### config.mk
export PLATFORM = sky130hd
export DESIGN_NAME = mem_stage_ctrl
export DESIGN_NICKNAME = d
export VERILOG_FILES = /design/src/rtl/mem_stage_ctrl.sv
export SDC_FILE = /design/constraint.sdc
export NUM_CORES = 1
export LEC_CHECK = 0
export ABC_CLOCK_PERIOD_IN_PS = 2800
export BUFFER_PORTS_ARGS = -buffer_cell sky130_fd_sc_hd__clkbuf_2
export CAP_MARGIN = 40
export CORE_ASPECT_RATIO = 0.9
export CORE_UTILIZATION = 47
export CTS_BUF_LIST = sky130_fd_sc_hd__clkbuf_4 sky130_fd_sc_hd__clkbuf_8
export CTS_CLUSTER_DIAMETER = 40
export CTS_CLUSTER_SIZE = 20
export DETAILED_ROUTE_END_ITERATION = 8
export PLACE_DENSITY = 0.88
export SYNTH_ARGS = -nofsm -noshare
export SYNTH_HDL_FRONTEND = slang
export SYNTH_SLANG_ARGS = --single-unit
### constraint.sdc
create_clock -name clk -period 2.8 [get_ports clk]
set_clock_uncertainty 0.1 [all_clocks]
set_input_delay 0.14 -clock clk [delete_from_list [all_inputs] [get_ports clk]]
set_output_delay 0.14 -clock clk [all_outputs]
set_load 0.005 [all_outputs]
### src/rtl/mem_stage_ctrl.sv
// mem_stage_ctrl: data-memory access controller for the MEM stage.
// Issues ready-handshaked requests, stalls upstream, flags faults, retires halt.
module mem_stage_ctrl #(
  parameter int unsigned TIMEOUT = 15
) (
  input  logic        clk,
  input  logic        rst,
  input  logic        mem_en_EX_MEM,
  input  logic        mem_wr_EX_MEM,
  input  logic [15:0] alu_out_EX_MEM,
  input  logic [15:0] writedata_EX_MEM,
  input  logic        halt_EX_MEM,
  output logic        mem_req,
  output logic        mem_wr,
  output logic [15:0] mem_addr,
  output logic [15:0] mem_wdata,
  input  logic        mem_rdy,
  input  logic [15:0] mem_rdata,
  output logic        stall_MEM,
  output logic [15:0] rd_data_MEM,
  output logic        rd_valid_MEM,
  output logic        err_MEM,
  output logic        halt_done
);

  typedef enum logic [1:0] {
    IDLE,
    REQ,
    DONE,
    ERR
  } state_e;

  localparam logic [7:0] CNT_LAST = 8'(TIMEOUT - 1);

  state_e      state_q;
  logic [7:0]  cnt_q;
  logic [15:0] rd_data_q;
  logic        rd_valid_q;
  logic        err_q;
  logic        halt_q;

  logic issue;
  logic busy;
  logic accept_ld;

  // Request/stall decode; gated by reset so they drop asynchronously.
  always_comb begin
    issue = (state_q == IDLE) & mem_en_EX_MEM
          & ~alu_out_EX_MEM[0] & ~halt_q;
    busy = issue | (state_q == REQ);
    mem_req = rst & busy;
    stall_MEM = rst & (busy | (state_q == ERR));
    mem_wr = mem_req & mem_wr_EX_MEM;
    mem_addr = mem_req ? alu_out_EX_MEM : 16'h0;
    mem_wdata = mem_req ? writedata_EX_MEM : 16'h0;
    accept_ld = mem_req & mem_rdy & ~mem_wr_EX_MEM;
  end

  // Access FSM with wait counter, load capture and sticky flags.
  always_ff @(posedge clk or negedge rst) begin
    if (!rst) begin
      state_q    <= IDLE;
      cnt_q      <= 8'h0;
      rd_data_q  <= 16'h0;
      rd_valid_q <= 1'b0;
      err_q      <= 1'b0;
      halt_q     <= 1'b0;
    end else begin
      rd_valid_q <= 1'b0;
      if (accept_ld) begin
        rd_data_q  <= mem_rdata;
        rd_valid_q <= 1'b1;
      end
      case (state_q)
        IDLE: begin
          cnt_q <= 8'h0;
          if (mem_en_EX_MEM && !halt_q) begin
            if (alu_out_EX_MEM[0]) begin
              state_q <= ERR;
              err_q   <= 1'b1;
            end else if (mem_rdy) begin
              state_q <= DONE;
            end else begin
              state_q <= REQ;
            end
          end else if (halt_EX_MEM) begin
            halt_q <= 1'b1;
          end
        end
        REQ: begin
          if (mem_rdy) begin
            state_q <= DONE;
            cnt_q   <= 8'h0;
          end else if (cnt_q == CNT_LAST) begin
            state_q <= ERR;
            err_q   <= 1'b1;
            cnt_q   <= 8'h0;
          end else if (cnt_q != 8'hFF) begin
            cnt_q <= cnt_q + 8'd1;
          end
        end
        DONE: begin
          state_q <= IDLE;
          cnt_q   <= 8'h0;
          if (halt_EX_MEM) halt_q <= 1'b1;
        end
        default: begin
          cnt_q <= 8'h0;
        end
      endcase
    end
  end

  assign rd_data_MEM  = rd_data_q;
  assign rd_valid_MEM = rd_valid_q;
  assign err_MEM      = err_q;
  assign halt_done    = halt_q;

endmodule

==> impl_metrics.py <==
metrics = {
    "cts": {
        "cts_root_buf": "clkbuf_8",
        "htree_levels": 2,
        "clk_latency_ns": 0.27,
        "cts.sinks": 29,
        "clk_path_buf_depth": 2,
        "cts_buffers": 5,
        "clk_pin_slew_ns": 0.06,
        "cts_tree": "done",
        "postCtsSetupRepairBufs": 0,
        "cts_resized": 0,
    },
    "sta": {
        "finalHoldViolCount": 0,
        "period_share": 0.776,
        "timing.fmax_ghz": 0.460,
        "setup_violations": 0,
        "drv_slew": 0,
        "tightestPinTransition_ns": 0.539,
        "fin_tns_setup_ns": 0,
        "max-slew-margin-rel": 0.639,
        "rsz0062_at_grt": "false",
        "post-route-min-period_ns": 2.17,
    },
    "finish": {
        "utilization": 0.716,
        "antennaDiodeCount": 0,
        "nets": 328,
        "area_growth_pct": 45.9,
        "layout_commonest_cell": "clkbuf_2",
        "fin_area_um2": 2420,
        "final_cell_mix": "clkbuf_2 (107), and2_1 (32), dfrtp_1 (29)",
        "drive_gt1_frac": 0.517,
    },
    "global_route": {
        "grtUsageTotal": 0.213,
        "antenna_found_initial": 0,
        "grt_first_pass_wirelength_mm": 6.06,
        "grt_pass1_vias": 1435,
        "grt_overflow": 0,
        "grt_max_degree": 35,
    },
    "status": {
        "outcome": "finished, final reports clean",
    },
    "die": {
        "die_h_um": 58.3,
        "core_area_um2": 3380,
        "placement_rows": 20,
        "die_area_um2": 3770,
        "die_w_um": 64.6,
        "io_pins": 108,
        "start_util": 0.491,
    },
    "critical_path": {
        "crit_slowest_cell": "dfrtp_1",
        "r2r_cells": 6,
        "cp-end-kind": "flip-flop",
        "required_ns": 2.86,
        "crit_type": "flip-flop to flip-flop",
        "startpoint_type": "flip-flop",
        "r2r-start": "state_q[0]",
        "crit_buf_inv": 1,
        "crit_start": "state_q[0]",
        "cp_top_family": "simple AND/OR/NAND/NOR gates",
        "crit_cells": 6,
        "crit_path_max_incr_delay_ns": 0.40,
        "cp.arrival_ns": 2.23,
        "crit_fanout": 34,
        "crit_chain": "inv_1, ha_1, and4bb_1, o21a_4, nand3b_4, mux2_4",
    },
    "hold_path": {
        "worstHoldPathCells": 2,
        "worstHoldStart": "mem_rdata[9]",
        "hp-class": "input port to flip-flop",
    },
    "logic_synthesis": {
        "yosys-top-cells-area": "dfrtp_1 (44%), and2_1 (12%), mux2_4 (9.1%)",
        "synth-seq-cells": 29,
        "synth-main-ff-cell": "dfrtp_1",
        "syn_inst": 151,
        "avgSynthCellArea_um2": 11.0,
        "yosys_warnings": 0,
        "synth.net_count": 211,
        "syn_area_um2": 1660,
        "async_reset_ff_frac": 1.00,
        "synth_cell_type_count": 37,
        "synth_top_area_share": 0.438,
        "seq_area_frac_synth": 0.438,
        "yosysTopAreaCell": "dfrtp_1",
        "synth_edf_count": 0,
    },
    "drt": {
        "routed_wl_mm": 3.89,
        "ant_nets": 0,
        "drt_iter0_drc": 43,
        "drc_errors": 0,
        "wl_per_cell_um": 12.4,
        "via_per_inst": 4.93,
        "dr.pass1.iters": 4,
        "vias": 1542,
    },
    "job": {
        "cap_violations": 0,
    },
    "place": {
        "hpwl_mm": 2.94,
        "routabilityCongestion": 0.834,
        "dpl_cell_area_um2": 2230,
        "numPortBuffers": 107,
    },
    "power": {
        "total_power_mw": 1.85,
        "power_density_nw_per_um2": 765,
        "vdd_drop_max_uv": 297,
        "p_leak_nw": 1.35,
    },
}
==> layer usage <==
layer | up-vias | share of wire | track usage
met5 | - | 0 | 0
met3 | 5 | 0.057 | 0.0349
met1 | 709 | 0.41 | 0.254
met2 | 72 | 0.51 | 0.385
met4 | 0 | 0.015 | 0.0857
li1 | 756 | - | -
==> path summary, 6_finish.rpt <==
check	slack, ns	end
setup / recovery	0.63	rd_data_MEM[8]
hold reg to reg	0.40	err_MEM
setup reg to reg	0.63	rd_data_MEM[8]
hold / removal	0.0005	rd_data_MEM[9]
min in group asynchronous	0.38	err_MEM
max in group asynchronous	1.95	rd_data_MEM[14]
==> cells by family after synthesis <==
kind of cell,count (synthesis),share of synthesized area
simple gates,71,0.260
flops,29,0.438
compound gates,17,0.0891
mux,17,0.138
buf+inv,11,0.0302
fa+ha+maj,6,0.0453
==> final cells by class <==
class,count,area (µm²)
Clock buffer,7,90.1
Clock inverter,1,30.0
Fill cell,264,960
Inverter,6,22.5
Multi-Input combinational cell,111,882
Sequential cell,29,726
Tap cell,44,55.1
Timing Repair Buffer,115,613
==> power by group <==
part           internal [mW]  leakage, nW  switching (mW)
registers              0.556        0.360          0.0814
clock network          0.299       0.0619           0.148
logic                  0.438        0.930           0.329
==> what timing repair did <==
item / CTS / global route
endpoints found under the setup margin: 0 / 0
hold buffers: 7 / 0
hold endpoints to repair: 35 / 0
==> cells in the mapped netlist (2+ instances only) <==
cell type and number:
inv_1 6, nor2_1 8, ha_1 6, nor3_1 8, a21oi_1 2, mux2_2 7, dfrtp_1 29, and3_1 5
a31o_2 2, o21ai_0 2, a21o_1 2, nand2_1 4, mux2_4 10, and2_1 32, nand3_1 2, a31oi_1 2
clkbuf_1 3, nand2b_1 2
==> registers in the layout, summed over array words and instances, names as in the netlist <==
signal,cells
rd_data_MEM,16
cnt_q,8
state_q,2
err_MEM,1
halt_done,1
rd_valid_MEM,1
==> per-stage QoR <==
stage | cells | hold WS [ns] | setup slack [ns]
4_1_cts | 313 | 0.00108 | 0.618
5_1_grt | 313 | 0.00466 | 0.513
6_report | 313 | 0.000489 | 0.626
3_3_place_gp | 298 | 0.140 | 0.713
3_5_place_dp | 298 | 0.138 | 0.632
2_1_floorplan | 151 | -0.256 | 0.919
(Power assumes the default switching activity.)
